==> src/rtl/multicycle_control.sv <==
// Main control FSM for a multicycle MIPS-style datapath (lw, sw, R-type, beq, addi, j).
// Latency: outputs are decoded from the current state; the state moves on each rising clk edge.
// Backpressure: FETCH, MEMRD and MEMWR hold while mem_ready=0, with no PC, IR or register writes.
//
// Ports: clk, rst_n (async active-low); opcode (IR[31:26]), zero (ALU flag), mem_ready (memory handshake);
//        datapath controls pc_en, i_or_d, ir_write, mem_read, mem_write, mem_to_reg, reg_dst,
//        reg_write, alu_src_a, pc_source, alu_src_b, alu_op; illegal_op pulse; state (debug).
module multicycle_control (
    input  logic       clk,
    input  logic       rst_n,
    input  logic [5:0] opcode,
    input  logic       zero,
    input  logic       mem_ready,
    output logic       pc_en,
    output logic       i_or_d,
    output logic       ir_write,
    output logic       mem_read,
    output logic       mem_write,
    output logic       mem_to_reg,
    output logic       reg_dst,
    output logic       reg_write,
    output logic       alu_src_a,
    output logic [1:0] pc_source,
    output logic [1:0] alu_src_b,
    output logic [1:0] alu_op,
    output logic       illegal_op,
    output logic [3:0] state
);

    typedef enum logic [3:0] {
        FETCH    = 4'd0,
        DECODE   = 4'd1,
        MEMADR   = 4'd2,
        MEMRD    = 4'd3,
        MEMWB    = 4'd4,
        MEMWR    = 4'd5,
        EXEC     = 4'd6,
        ALUWB    = 4'd7,
        BRANCH   = 4'd8,
        ADDIEXEC = 4'd9,
        ADDIWB   = 4'd10,
        JUMP     = 4'd11
    } state_t;

    localparam logic [5:0] OP_RTYPE = 6'b000000;
    localparam logic [5:0] OP_J     = 6'b000010;
    localparam logic [5:0] OP_BEQ   = 6'b000100;
    localparam logic [5:0] OP_ADDI  = 6'b001000;
    localparam logic [5:0] OP_LW    = 6'b100011;
    localparam logic [5:0] OP_SW    = 6'b101011;

    state_t     cur;
    logic [5:0] op_q;          // opcode captured in DECODE; MEMADR picks lw/sw from this copy
    logic       pc_write_int;
    logic       branch_int;
    logic       op_supported;

    always_comb begin
        op_supported = 1'b0;
        case (opcode)
            OP_RTYPE, OP_J, OP_BEQ, OP_ADDI, OP_LW, OP_SW: op_supported = 1'b1;
            default:                                       op_supported = 1'b0;
        endcase
    end

    // State register. Codes 12-15 are unreachable in normal operation and recover to FETCH.
    always_ff @(posedge clk or negedge rst_n) begin
        if (!rst_n) begin
            cur  <= FETCH;
            op_q <= 6'd0;
        end else begin
            case (cur)
                FETCH:    if (mem_ready) cur <= DECODE;
                DECODE: begin
                    op_q <= opcode;
                    case (opcode)
                        OP_LW, OP_SW: cur <= MEMADR;
                        OP_RTYPE:     cur <= EXEC;
                        OP_BEQ:       cur <= BRANCH;
                        OP_ADDI:      cur <= ADDIEXEC;
                        OP_J:         cur <= JUMP;
                        default:      cur <= FETCH;
                    endcase
                end
                MEMADR:   cur <= (op_q == OP_SW) ? MEMWR : MEMRD;
                MEMRD:    if (mem_ready) cur <= MEMWB;
                MEMWR:    if (mem_ready) cur <= FETCH;
                EXEC:     cur <= ALUWB;
                ADDIEXEC: cur <= ADDIWB;
                MEMWB, ALUWB, ADDIWB, BRANCH, JUMP: cur <= FETCH;
                default:  cur <= FETCH;
            endcase
        end
    end

    // Moore output decode. The only input terms are mem_ready in FETCH (IR/PC load on the
    // completing fetch cycle, masked while reset is held) and zero for the branch PC enable.
    always_comb begin
        i_or_d       = 1'b0;
        ir_write     = 1'b0;
        mem_read     = 1'b0;
        mem_write    = 1'b0;
        mem_to_reg   = 1'b0;
        reg_dst      = 1'b0;
        reg_write    = 1'b0;
        alu_src_a    = 1'b0;
        pc_source    = 2'b00;
        alu_src_b    = 2'b00;
        alu_op       = 2'b00;
        pc_write_int = 1'b0;
        branch_int   = 1'b0;
        case (cur)
            FETCH: begin
                mem_read     = 1'b1;
                alu_src_b    = 2'b01;
                ir_write     = mem_ready & rst_n;
                pc_write_int = mem_ready & rst_n;
            end
            DECODE: begin
                alu_src_b = 2'b11;
            end
            MEMADR, ADDIEXEC: begin
                alu_src_a = 1'b1;
                alu_src_b = 2'b10;
            end
            MEMRD: begin
                i_or_d   = 1'b1;
                mem_read = 1'b1;
            end
            MEMWR: begin
                i_or_d    = 1'b1;
                mem_write = 1'b1;
            end
            MEMWB: begin
                mem_to_reg = 1'b1;
                reg_write  = 1'b1;
            end
            EXEC: begin
                alu_src_a = 1'b1;
                alu_op    = 2'b10;
            end
            ALUWB: begin
                reg_dst   = 1'b1;
                reg_write = 1'b1;
            end
            ADDIWB: begin
                reg_write = 1'b1;
            end
            BRANCH: begin
                alu_src_a  = 1'b1;
                alu_op     = 2'b01;
                pc_source  = 2'b01;
                branch_int = 1'b1;
            end
            JUMP: begin
                pc_source    = 2'b10;
                pc_write_int = 1'b1;
            end
            default: begin
            end
        endcase
    end

    assign pc_en      = pc_write_int | (branch_int & zero);
    assign illegal_op = (cur == DECODE) & ~op_supported;
    assign state      = cur;

endmodule

==> config.mk <==
export PLATFORM = sky130hd
export DESIGN_NAME = multicycle_control
export DESIGN_NICKNAME = d
export VERILOG_FILES = /design/src/rtl/multicycle_control.sv
export SDC_FILE = /design/constraint.sdc
export NUM_CORES = 1
export LEC_CHECK = 0
export ABC_AREA = 1
export CORE_MARGIN = 2
export CORE_UTILIZATION = 25
export DETAILED_ROUTE_END_ITERATION = 16
export PLACE_DENSITY = 0.55
export SETUP_SLACK_MARGIN = 0.1
export SLEW_MARGIN = 10
export SYNTH_ARGS = -nofsm -noshare
export SYNTH_HDL_FRONTEND = slang
export SYNTH_SLANG_ARGS = --single-unit
export TNS_END_PERCENT = 10
==> constraint.sdc <==
create_clock -name clk -period 3.5 [get_ports clk]
set_input_delay 1.05 -clock clk [delete_from_list [all_inputs] [get_ports clk]]
set_output_delay 1.05 -clock clk [all_outputs]
set_load 0.05 [all_outputs]
==> flow_summary.ini <==
[outcome]
status = finished clean

[cells_and_area]
drive_gt1_share_pct = 16.7
antenna_cells = 0
layout.nets = 162
fin_cells = 181
syn2layout_area_growth_pct = 52.7
final_core_util_pct = 40.4

[critical_path]
arrival_ps = 2250
cp_max_fo = 4
cp-start-kind = input port
reg2regPathDepth = 7
reg2reg_slack_ps = 2200
end_kind = primary output
r2r-end = state[2]$_DFFE_PN0P_
critPathKind = input port to primary output
r2r-start = state[2]$_DFFE_PN0P_
crit_required_ps = 2450

[cts]
htreeDepth = 1
clock_latency_ps = 250
hold_buffers = 0
ctsRootBufferMaster = clkbuf_4
cts_max_path_buffers = 2
cts_tree = yes
clkSinkCount = 10
cts_buffers = 3
clkTransAtPathRegs_ps = 60

[floorplanning]
io_pins = 30
rows = 19
initial_core_util_pct = 26.5
die_y_um = 58.2
coreArea_sq_um = 2780
die_width_um = 58.2
die_area_sq_um = 3390

[timing]
max_slew_margin_pct = 66.2
fmax_ghz = 0.303
skew_ps = 1.73
period_share_pct = 94.4
final_max_slew_viol_count = 0
rsz0062_at_grt = yes
hold_viol = 0
hold-worst-slack_ps = 488
tightestPinTransition_ps = 505
fin_tns_setup_ps = 0
finalSetupViolations = 0
worst_slack_ps = 196
finalCriticalPeriod_ps = 3300

[worst_hold_path]
min_to = op_q[0]$_DFFE_PN0P_
hold_class = flop to flop
min_path_cells = 2
min_from = op_q[0]$_DFFE_PN0P_

[global_routing]
grt_max_degree = 13
grt_use_total_pct = 11.9
grt_overflow = 0
grt_pass1_vias = 794
antenna_found_initial = 0
grt_pass1_wl_um = 3190

[yosys]
synth_cell_type_count = 17
yosysWarnings = 0
synth_area_sq_um = 736
postSynthNetCount = 129
synth_seq_area_share_pct = 34.0
ys_ff_latch = 10
synthesis.instances = 119
synthesis.area_per_instance_sq_um = 6.18

[power]
p_per_area_nw_per_um2 = 973
vdd_ir_drop_max_v = 0.000506
power.leakage_nw = 0.573

[routing]
first_iter_violations = 28
first_pass_iters = 4
routed_wirelength_um = 1870
vias_per_cell = 4.60
postRouteAntennaNets = 0
via_count = 832
remaining_drc_errors = 0
wl_per_cell_um = 10.3

[place]
portBuffers = 29
gp_congestion = 0.749
dp_hpwl_um = 1600
pre_cts_ws_ps = 111
dp.cells = 178

[flow_run]
maxCapViolCount = 0
layer usage:
metal | wire (um) | vias to the layer above | track usage [%]
met5 | 0 | - | 0
met4 | 12 | 0 | 4.98
met3 | 130 | 2 | 1.12
met2 | 908 | 26 | 21.3
met1 | 817 | 375 | 14.5
li1 | - | 429 | -
cell usage after synthesis (all sizes together):
master  count  area share, %
dfrtp      10             34
nand3      12            8.8
buf         2            2.6
nand4       1           0.85
nor2       28             17
o21ai       6            4.1
nand2      39             21
a21oi       2            1.4
inv        17            8.7
nand3b      2            2.0
critical path: stages:
cell and delay (ps):
clkdlybuf4s50_1 480, nor2_2 160, nand2_1 80, nor2_2 120
nand2_1 60, nand2_1 100, nor2_2 60, buf_12 140
per-stage QoR:
step / cell area, sq um / total power (W)
finish: 1120 / 0.00109
floorplan: 736 / 0.000775
global route: 1120 / 0.00117
global placement: 1080 / 0.00102
CTS: 1110 / 0.00110
detailed placement: 1080 / 0.00102
report_power, final:
group / switching, W / internal (W)
Sequential: 0.0000438 / 0.000168
Clock: 0.0000347 / 0.0000395
Combinational: 0.000535 / 0.000272
area by class of cell:
type / instances / area (sq um)
fillers: 304 / 1660
multi-input cells: 90 / 415
repair buffers: 30 / 333
flip-flops and latches: 10 / 250
inverters: 17 / 63.8
well taps: 31 / 38.8
clock buffers: 3 / 22.5
cell families after synthesis:
family                 Yosys count  share of synthesized area (%)
and+or+nand+nor                 82                           49.3
buffers and inverters           19                           11.2
DFF                             10                           34.0
AOI/OAI and AO/OA                8                           5.44
registers in the layout, indices dropped and copies added, names as in the netlist:
signal,count
op_q,6
state,4
repair_timing:
| item | in CTS | in global routing |
|---|---|---|
| setup endpoints to repair | 0 | 2 |
| resized for setup | 0 | 7 |
| buffers inserted | 0 | 0 |
layout by cell type (no fill, tap or decap), drive strengths merged:
master	count
a21oi	2
buf	4
clkbuf	3
clkdlybuf4s50	24
dfrtp	10
dlymetal6s2s	2
inv	17
nand2	39
nand3	12
nand3b	2
nand4	1
nor2	28
o21ai	6
how the worst max path moves through the flow:
stage                               from  depth (start not counted)  slack, ps    endpoint
finish                         opcode[0]                          8        200  illegal_op
global route                   opcode[1]                          9        100  illegal_op
CTS                            opcode[2]                          8        100  illegal_op
detailed placement             opcode[2]                          8        110  illegal_op
global placement               opcode[2]                          8        180  illegal_op
floorplan           state[1]$_DFFE_PN0P_                          4        140   reg_write
Power figures use the tool's default switching activity.
